File: config.mk
export PLATFORM = sky130hd
export DESIGN_NAME = icache_s2
export DESIGN_NICKNAME = d
export VERILOG_FILES = /design/src/rtl/icache_s2_pkg.sv /design/src/rtl/icache_s2_tag_cmp.sv /design/src/rtl/icache_s2.sv
export SDC_FILE = /design/constraint.sdc
export NUM_CORES = 1
export LEC_CHECK = 0
export ABC_AREA = 1
export BUFFER_PORTS_ARGS = -buffer_cell sky130_fd_sc_hd__buf_2
export CORE_AREA = 2 2 212 214
export DETAILED_ROUTE_END_ITERATION = 10
export DIE_AREA = 0 0 214 216
export GPL_TIMING_DRIVEN = 0
export PLACE_DENSITY_LB_ADDON = 0.08
export SLEW_MARGIN = 10
export SYNTH_ARGS = -nofsm -noshare
export SYNTH_HDL_FRONTEND = slang
export SYNTH_HIERARCHICAL = 1
export SYNTH_SLANG_ARGS = --single-unit
File: constraint.sdc
create_clock -name clk -period 2.8 [get_ports clk]
set_clock_uncertainty 0.1 [all_clocks]
set_input_delay 0.14 -clock clk [delete_from_list [all_inputs] [get_ports clk]]
set_output_delay 0.14 -clock clk [all_outputs]
set_load 0.005 [all_outputs]
File: src/rtl/icache_s2_pkg.sv
// Shared cache definitions for the two-stage instruction cache.
// Bus typedefs, address field widths, the refill FSM state codes, and a
// helper that extracts one 32-bit bank word from a 256-bit cache line.
package icache_s2_pkg;

  localparam int BANK_NUM        = 8;
  localparam int TAG_W           = 21;
  localparam int LINE_W          = BANK_NUM * 32;
  localparam int ICACHE_STATUS_W = 2;

  typedef logic [31:0]       DataAddrBus;  // data word / address
  typedef logic [LINE_W-1:0] WayBus;       // one full cache line
  typedef logic [TAG_W-1:0]  TagBus;       // PA[31:11]
  typedef logic [5:0]        IndexBus;     // PA[10:5]
  typedef logic [2:0]        BankBus;      // PA[4:2]

  typedef enum logic [ICACHE_STATUS_W-1:0] {
    ICACHE_IDLE     = 2'd0,
    ICACHE_READ     = 2'd1,
    ICACHE_UNCACHED = 2'd2,
    ICACHE_DONE     = 2'd3
  } icache_status_e;

  // Word 'bank' of a line occupies bits [32*bank+31 : 32*bank].
  function automatic DataAddrBus line_word(input WayBus line, input BankBus bank);
    return line[{bank, 5'b00000} +: 32];
  endfunction

endpackage

File: src/rtl/icache_s2_tag_cmp.sv
// Per-way hit detector.
// Ports: en (lookup enabled), valid (way valid bit), way_tag (stored tag),
//        pa_tag (PA[31:11]), hit (way hit).
module icache_s2_tag_cmp
  import icache_s2_pkg::*;
(
  input  logic  en,
  input  logic  valid,
  input  TagBus way_tag,
  input  TagBus pa_tag,
  output logic  hit
);

  assign hit = en & valid & (way_tag == pa_tag);

endmodule

File: src/rtl/icache_s2.sv
// Instruction cache stage 2: tag compare, hit-word select and AXI refill FSM.
// Ports:
//   clk, rst                      clock, synchronous active-high reset
//   s2_*_i                        registered request, tags, valids, bank words from stage 1
//   cpu_stall_i, flush_i          downstream stall, request kill
//   rend_i, cacheline_rdata_i     AXI read completion and returned line
//   rd_req_o/rd_addr_o/rd_uncached_o  AXI read request (level until rend_i)
//   s2_hit1_o/s2_hit2_o/s2_rreq_o/s2_status_o  feedback to stage 1
//   icache_stall_o                stall stage 1 and the PC
//   inst_o/inst_valid_o/inst_addr_o  instruction to the fetch pipeline
module icache_s2
  import icache_s2_pkg::*;
(
  input  logic        clk,
  input  logic        rst,
  input  logic [31:0] s2_virtual_addr_i,
  input  logic [31:0] s2_physical_addr_i,
  input  logic        s2_en_i,
  input  logic        s2_cache_rreq_i,
  input  logic        s2_cached_i,
  input  logic        s2_install_i,
  input  logic [20:0] s2_tagv_w0_i,
  input  logic [20:0] s2_tagv_w1_i,
  input  logic        s2_valid0_i,
  input  logic        s2_valid1_i,
  input  logic [31:0] s2_data_way0_i,
  input  logic [31:0] s2_data_way1_i,
  input  logic        cpu_stall_i,
  input  logic        flush_i,
  input  logic        rend_i,
  input  logic [255:0] cacheline_rdata_i,
  output logic        rd_req_o,
  output logic [31:0] rd_addr_o,
  output logic        rd_uncached_o,
  output logic        s2_hit1_o,
  output logic        s2_hit2_o,
  output logic        s2_rreq_o,
  output logic [1:0]  s2_status_o,
  output logic        icache_stall_o,
  output logic [31:0] inst_o,
  output logic        inst_valid_o,
  output logic [31:0] inst_addr_o
);

  icache_status_e state_r, state_nxt_s;

  logic       lookup_en_s;
  logic       hit0_raw_s, hit1_raw_s;
  logic       hit0_sel_s, hit1_sel_s, hit_any_s;
  DataAddrBus word_sram_s, word_sel_s;

  logic       hit0_save_r, hit1_save_r;
  DataAddrBus word_save_r;
  DataAddrBus refill_word_r;
  logic       flushed_r;

  assign lookup_en_s = s2_cache_rreq_i & (state_r == ICACHE_IDLE);

  icache_s2_tag_cmp u_cmp_w0 (
    .en      (lookup_en_s),
    .valid   (s2_valid0_i),
    .way_tag (s2_tagv_w0_i),
    .pa_tag  (s2_physical_addr_i[31:11]),
    .hit     (hit0_raw_s)
  );

  icache_s2_tag_cmp u_cmp_w1 (
    .en      (lookup_en_s),
    .valid   (s2_valid1_i),
    .way_tag (s2_tagv_w1_i),
    .pa_tag  (s2_physical_addr_i[31:11]),
    .hit     (hit1_raw_s)
  );

  // When the SRAM outputs are stale (stage 1 was stalled) the values captured
  // on the last fresh cycle are used. Way0 wins if both ways report a hit.
  assign word_sram_s = hit0_raw_s ? s2_data_way0_i : s2_data_way1_i;
  assign hit0_sel_s  = s2_install_i ? hit0_save_r : hit0_raw_s;
  assign hit1_sel_s  = (s2_install_i ? hit1_save_r : hit1_raw_s) & ~hit0_sel_s;
  assign word_sel_s  = s2_install_i ? word_save_r : word_sram_s;
  assign hit_any_s   = hit0_sel_s | hit1_sel_s;

  // State register.
  always_ff @(posedge clk) begin
    if (rst) begin
      state_r <= ICACHE_IDLE;
    end else begin
      state_r <= state_nxt_s;
    end
  end

  // Capture hit flags and hit word while the SRAM outputs are fresh.
  always_ff @(posedge clk) begin
    if (rst) begin
      hit0_save_r <= 1'b0;
      hit1_save_r <= 1'b0;
      word_save_r <= 32'h0000_0000;
    end else if ((state_r == ICACHE_IDLE) && !s2_install_i) begin
      hit0_save_r <= hit0_raw_s;
      hit1_save_r <= hit1_raw_s & ~hit0_raw_s;
      word_save_r <= word_sram_s;
    end
  end

  // Refill word capture and flushed flag; a flush never cancels the AXI read.
  always_ff @(posedge clk) begin
    if (rst) begin
      refill_word_r <= 32'h0000_0000;
      flushed_r     <= 1'b0;
    end else begin
      if (rend_i && (state_r == ICACHE_READ)) begin
        refill_word_r <= line_word(cacheline_rdata_i, s2_virtual_addr_i[4:2]);
      end else if (rend_i && (state_r == ICACHE_UNCACHED)) begin
        refill_word_r <= cacheline_rdata_i[31:0];
      end
      if (((state_r == ICACHE_READ) || (state_r == ICACHE_UNCACHED)) && flush_i) begin
        flushed_r <= 1'b1;
      end else if ((state_r == ICACHE_DONE) && !cpu_stall_i) begin
        flushed_r <= 1'b0;
      end
    end
  end

  // Next-state and output decode.
  always_comb begin
    state_nxt_s    = state_r;
    rd_req_o       = 1'b0;
    rd_addr_o      = 32'h0000_0000;
    rd_uncached_o  = 1'b0;
    s2_hit1_o      = 1'b0;
    s2_hit2_o      = 1'b0;
    s2_rreq_o      = 1'b0;
    icache_stall_o = 1'b0;
    inst_o         = 32'h0000_0000;
    inst_valid_o   = 1'b0;
    case (state_r)
      ICACHE_IDLE: begin
        s2_rreq_o = s2_cache_rreq_i;
        s2_hit1_o = hit0_sel_s;
        s2_hit2_o = hit1_sel_s;
        if (hit_any_s) begin
          inst_o       = word_sel_s;
          inst_valid_o = ~flush_i;
        end else begin
          inst_o       = 32'h0000_0000;
        end
        if (s2_en_i && !hit_any_s && !flush_i) begin
          icache_stall_o = 1'b1;
          if (!cpu_stall_i) begin
            state_nxt_s = s2_cached_i ? ICACHE_READ : ICACHE_UNCACHED;
          end else begin
            state_nxt_s = ICACHE_IDLE;
          end
        end else begin
          state_nxt_s = ICACHE_IDLE;
        end
      end
      ICACHE_READ: begin
        rd_req_o       = 1'b1;
        rd_addr_o      = {s2_physical_addr_i[31:5], 5'b00000};
        s2_rreq_o      = 1'b1;
        icache_stall_o = 1'b1;
        if (rend_i) begin
          state_nxt_s = ICACHE_DONE;
        end else begin
          state_nxt_s = ICACHE_READ;
        end
      end
      ICACHE_UNCACHED: begin
        rd_req_o       = 1'b1;
        rd_addr_o      = s2_physical_addr_i;
        rd_uncached_o  = 1'b1;
        icache_stall_o = 1'b1;
        if (rend_i) begin
          state_nxt_s = ICACHE_DONE;
        end else begin
          state_nxt_s = ICACHE_UNCACHED;
        end
      end
      ICACHE_DONE: begin
        inst_o       = refill_word_r;
        inst_valid_o = ~flushed_r;
        if (cpu_stall_i) begin
          state_nxt_s = ICACHE_DONE;
        end else begin
          state_nxt_s = ICACHE_IDLE;
        end
      end
      default: begin
        state_nxt_s = ICACHE_IDLE;
      end
    endcase
  end

  assign s2_status_o = state_r;
  assign inst_addr_o = s2_virtual_addr_i;

endmodule

=== Yosys cells after proc, flatten, opt, wreduce, memory -nomap -nowiden ===
Cells that the tools add are included.

* Shift-type cells: 1
* Multipliers: 0
* Magnitude comparators: 0
* Multiplexer cells: 27
* $add $sub $neg: 0
* Reduce and logical (&&, ||, !) cells: 16
* Div/mod/pow operators: 0
* Bitwise operators: 12
* Equal/unequal tests: 5

{| class="wikitable"
|+ Operators by type and width
! cell !! count
|-
| $shiftx 256x9->32 || 1
|-
| $mux 32 || 5
|-
| $pmux 32 s2 || 2
|-
| $eq 21x21->1 || 2
|-
| $mux 1 || 11
|-
| $mux 2 || 5
|-
| $pmux 2 s4 || 1
|-
| $and 1x1->1 || 7
|-
| $logic_and 1x1->1 || 7
|-
| $pmux 1 s2 || 3
|-
| $eq 2x2->1 const B || 2
|-
| $logic_not 1->1 || 4
|-
| $not 1->1 || 4
|-
| $reduce_bool 2->1 || 2
|-
| $eq 2x1->1 const B || 1
|-
| $logic_not 2->1 || 1
|-
| $reduce_or 2->1 || 1
|-
| $logic_or 1x1->1 || 1
|-
| $or 1x1->1 || 1
|}

* Memories: 0
* Output and inout port bits: 105
* Input bits: 437
* Latch bits: 0
* Flip-flop bits (word level): 69
* Memory bits (writable): 0
* ROM bits: 0
* Word-level logic and storage cells: 67

=== Depth between registers and ports, before layout ===
* Word-level depth: 13
* Gate-level depth with buffers: 21
* Gate-level depth less buffers: 19

=== Hierarchy ===
Netlist, hierarchy kept.

{| class="wikitable"
|+ Modules (own cells, without submodules)
! module !! instances !! area each (um^2) !! cells each !! seq. area each (um^2)
|-
| icache_s2 || 1 || 7,526.0 || 1,480 || 1,381.3
|-
| icache_s2_tag_cmp || 2 || 397.9 || 100 || 0.0
|}

=== Worst setup path after synthesis ===
Ideal clock, no wire load.

* Kind: reg2out
* Start point: register state_r[0] (netlist: s2_status_o[0])
* End point: output inst_o[0]
* Stages on the path, launching flop included: 21
* Path buffers: 2
* Data arrival time: 2,140 ps
* Data required time: 2,560 ps
* Path slack: 420 ps
* Path through: dfxtp_1 > inv_1 > ha_1 > nand2_1 > inv_1 > nand2_1 > inv_1 > nand2_1 > nor2_1 > nand2_1 > nor2_1 > nand2_1 > nor2_2 > buf_2 > inv_2 > o21ai_1 > nor2_2 > nor2_8 > buf_6 > nand2_1 > a21oi_1

* Longest elaborated chain between the ends: 10
* Elaborated cells between the ends (all ways): 16
* Those cells by class: eq/ne: 1; mux: 6; bitwise: 8; reduce/logical: 1

{| class="wikitable"
|+ RTL lines
! item !! RTL line !! text
|-
| start: declaration || icache_s2.sv:45 || <nowiki>icache_status_e state_r, state_nxt_s;</nowiki>
|-
| start signal: assignment || icache_s2.sv:88 || <nowiki>state_r <= state_nxt_s;</nowiki>
|-
| $logic_not 2->1 * || icache_s2.sv:57 || <nowiki>assign lookup_en_s = s2_cache_rreq_i & (state_r == ICACHE_IDLE);</nowiki>
|-
| $and 1x1->1 * || icache_s2.sv:57 ||
|-
| net lookup_en_s || icache_s2.sv:47 || <nowiki>logic lookup_en_s;</nowiki>
|-
| $and 1x1->1 * (2 in a row) || icache_s2_tag_cmp.sv:14 || <nowiki>assign hit = en & valid & (way_tag == pa_tag);</nowiki>
|-
| net hit0_raw_s || icache_s2.sv:48 || <nowiki>logic hit0_raw_s, hit1_raw_s;</nowiki>
|-
| $mux 1 || icache_s2.sv:78 || <nowiki>assign hit0_sel_s = s2_install_i ? hit0_save_r : hit0_raw_s;</nowiki>
|-
| $not 1->1 || icache_s2.sv:79 || <nowiki>assign hit1_sel_s = (s2_install_i ? hit1_save_r : hit1_raw_s) & ~hit0_sel_s;</nowiki>
|-
| $and 1x1->1 || icache_s2.sv:79 ||
|-
| $or 1x1->1 || icache_s2.sv:81 || <nowiki>assign hit_any_s = hit0_sel_s | hit1_sel_s;</nowiki>
|-
| $mux 32 * || icache_s2.sv:141 || <nowiki>if (hit_any_s) begin</nowiki>
|-
| $pmux 32 s2 * || icache_s2.sv:136 || <nowiki>case (state_r)</nowiki>
|-
| end: declaration || icache_s2.sv:40 || <nowiki>output logic [31:0] inst_o,</nowiki>
|}

The timed path passes the listed nets; every way through them passes the cells marked *.

=== Final worst setup path ===
* Start point: register state_r[0] (netlist: s2_status_o[0])
* End point: output inst_o[2]

Same word-level chain as after synthesis.

==> results.cfg <==
[run_status]
status = finished with violations
failed_checks = negative setup slack

[worst_setup_path]
crit_required_ns = 2.56
r2r-end = refill_word_r[4]$_SDFFE_PP0P_
r2r_cells = 7
r2r-start = s2_status_o[0]$_SDFF_PP0_
rrSetupSlack_ns = 0.44
arrival_ns = 2.88
cp-endpoint = inst_o[2]
crit_slowest_cell = dfxtp_4
critPathLaunchType = flip-flop
crit_start = s2_status_o[0]$_SDFF_PP0_
path_common_cell = nand2_1
crit_chain = inv_4 -> ha_4 -> nand2_2 -> inv_2 -> nand2_1 -> inv_1 -> nand2_1 -> nor2_1 -> nand2_1 -> nor2_2 -> nand2_1 -> nor2_2 -> buf_6 -> inv_8 -> o21ai_4 -> nor2_4 -> nor2_8 -> buf_8 -> nand2_2 -> a21oi_4 -> buf_2
crit_fanout = 7
worstSetupPathType = reg -> out
slowest_delay_ns = 0.36
worst_setup_path_end_kind = primary output

[detailed_routing]
drt-total-wl_mm = 46.9
via_per_inst = 4.16
drc = 0
wl_per_cell_microns = 16.6
vias = 11800
drt_pass1_iterations = 5
dr.first_iter.drc_count = 837
antenna_left = 0

[placement]
placed_area_sq_um = 11600
post-place-ws_ns = -0.632
hpwl_mm = 40.2
portBuffers = 511
routabilityCongestion = 0.903

[global_route]
antenna_found_initial = 4
grt_max_degree = 13
grt_pass1_wl_mm = 67.8
gr-usage-all-layers = 0.191
grt_overflow = 0
grt_pass1_vias = 11200

[timing]
hold_violations = 0
maxSlewViolCount = 0
post-route-min-period_ns = 3.12
setup_tns_ns = -9.21
worstMarginPinSlew_ns = 1.06
rsz0062_at_grt = true
max_freq_mhz = 321
fin_crit_sh = 1.11
relSlewSlack = 0.290
finalWorstSetupSlack_ns = -0.315
setup-violations-final = 35

[pwr]
p_per_area_nw_per_um2 = 286
peakVddDrop_uv = 240
p_total_uw = 3590
p_leak_uw = 0.00752

[synth]
synth_top_area_share = 0.290
synth_warnings = 6
syn_nets = 2122
ys_top_cells_by_area = nand2_1, dfxtp_1, inv_1
synthesis.area_sq_um = 8320
synth_seq_area_share = 0.166
yosysTopAreaCell = nand2_1
ys_ff_latch = 69
avgSynthCellArea_sq_um = 4.95
synth_cells = 1680
synth.distinct_cells = 26

[clocking]
clock_path_buffers = 2
path_clk_slew_ns = 0.07
clk_latency_ns = 0.35
cts_inserted_buffers = 9
h-tree-depth = 3
cts.sinks = 69
cts_tree = done
cts_root_buffer = clkbuf_16

[final_layout]
fin_util = 0.287
area_delta_synth_final_pct = 51.1
fillers = 5169
final_nets = 2667
fin_area_sq_um = 12600
drive_gt1_frac = 0.311

[hold_path]
min_path_type = in -> reg

[die]
fp.dieArea_sq_um = 46200
ios = 542
die_w_microns = 214
core.rowCount = 77
fp.coreArea_sq_um = 43800
die_y_microns = 216
start_util = 0.190

[run]
maxCapViolations = 0
flip-flops by register name, summed over array words and instances (netlist names):
name           flops
flushed_r          1
hit0_save_r        1
hit1_save_r        1
refill_word_r     32
s2_status_o        2
word_save_r       32
layer usage:
layer  GRT usage  routed length [microns]  vias to the layer above
li1            -                        -                     6154
met1       0.249                    21300                     5216
met2       0.340                    22900                      373
met3      0.0226                     2140                       24
met4      0.0357                      456                        0
met5           0                        0                        -
worst max-delay path: cells and delay by family, from the launching register on:
kind	cells	cell delay, ns
buffers and inverters	7	0.69
AO/OA/AOI/OAI	2	0.34
flip-flops	1	0.36
AND/OR/NAND/NOR	11	0.99
adder cells (fa/ha/maj)	1	0.13
cell families after synthesis:
| group | count (synthesis) | synth area share |
|---|---|---|
| adders and majority gates | 5 | 0.00752 |
| AOI/OAI and AO/OA | 216 | 0.141 |
| xor gates and xnor gates | 4 | 0.00421 |
| and+or+nand+nor | 923 | 0.450 |
| buffers and inverters | 463 | 0.231 |
| DFF | 69 | 0.166 |
Yosys cell counts, drive strengths merged:
library cell  count
a21oi           102
clkbuf           57
inv             328
ha                5
or2               2
buf              78
o211ai           32
nand4             1
nand3           196
nor2             80
a211oi            1
xor2              4
dfxtp            69
o21ai            75
o22ai             4
and3              1
o31ai             2
nand2           643
area by class of cell:
class                   count  area [sq um]  share of cell area
clock buffers              11           253              0.0201
diodes                      4          10.0            0.000796
well taps                 592           741              0.0589
flip-flops and latches     69          1390               0.110
inverters                 328          1240              0.0989
multi-input cells        1148          5340               0.424
repair buffers            535          2790               0.222
plain buffers             134           734              0.0584
clock inverters             5          82.6             0.00657
report_power, final:
part	total, uW	switching [uW]	internal, uW
clock	1310	480	829
sequential	1050	25.0	1030
combinational	1230	705	527
total	3590	1210	2380
worst min path at each step:
stage	slack [ns]	cells after the start	start	end
floorplan	0.19	2	flush_i	flushed_r$_SDFFE_PP0P_
global placement	0.32	3	flush_i	flushed_r$_SDFFE_PP0P_
detailed placement	0.32	3	flush_i	flushed_r$_SDFFE_PP0P_
CTS	0.01	4	cpu_stall_i	s2_status_o[0]$_SDFF_PP0_
global route	0.04	4	rst	word_save_r[1]$_SDFFE_PP0P_
finish	0.03	4	cpu_stall_i	s2_status_o[0]$_SDFF_PP0_
metrics by stage:
stage	hold slack [ns]	cells
finish	0.0311	2826
global route	0.0406	2826
CTS	0.00975	2812
detailed placement	0.324	2783
global placement	0.321	2783
floorplan	0.189	1680
cells in the final DEF, fill, tap and decap left out, types with 3 or more instances in the layout:
| cell type | instances |
|---|---|
| diode_2 | 4 |
| clkbuf_8 | 3 |
| inv_1 | 317 |
| a21oi_4 | 8 |
| clkbuf_16 | 9 |
| buf_4 | 45 |
| buf_2 | 536 |
| xor2_1 | 4 |
| o211ai_1 | 32 |
| o21ai_1 | 14 |
| nand2_1 | 623 |
| clkinvlp_4 | 3 |
| nand2_2 | 8 |
| o21ai_0 | 55 |
| nand2_4 | 12 |
| o22ai_1 | 4 |
| a21oi_2 | 17 |
| ha_1 | 4 |
| o21ai_2 | 5 |
| dfxtp_1 | 67 |
| buf_6 | 16 |
| nand3_1 | 196 |
| clkbuf_1 | 52 |
| inv_2 | 8 |
| nor2_1 | 72 |
| a21oi_1 | 77 |
| buf_1 | 12 |
| nor2_2 | 6 |
timing repair:
| item | CTS | global route |
|---|---|---|
| cloned | 2 | 0 |
| endpoints found under the setup margin | 68 | 56 |
| hold buffers | 2 | 0 |
| resized for setup | 74 | 73 |
| hold endpoints to repair | 3 | 0 |
| setup buffers | 10 | 11 |
| pin swaps | 15 | 32 |
Note: power is estimated with default switching activity, not from simulation.
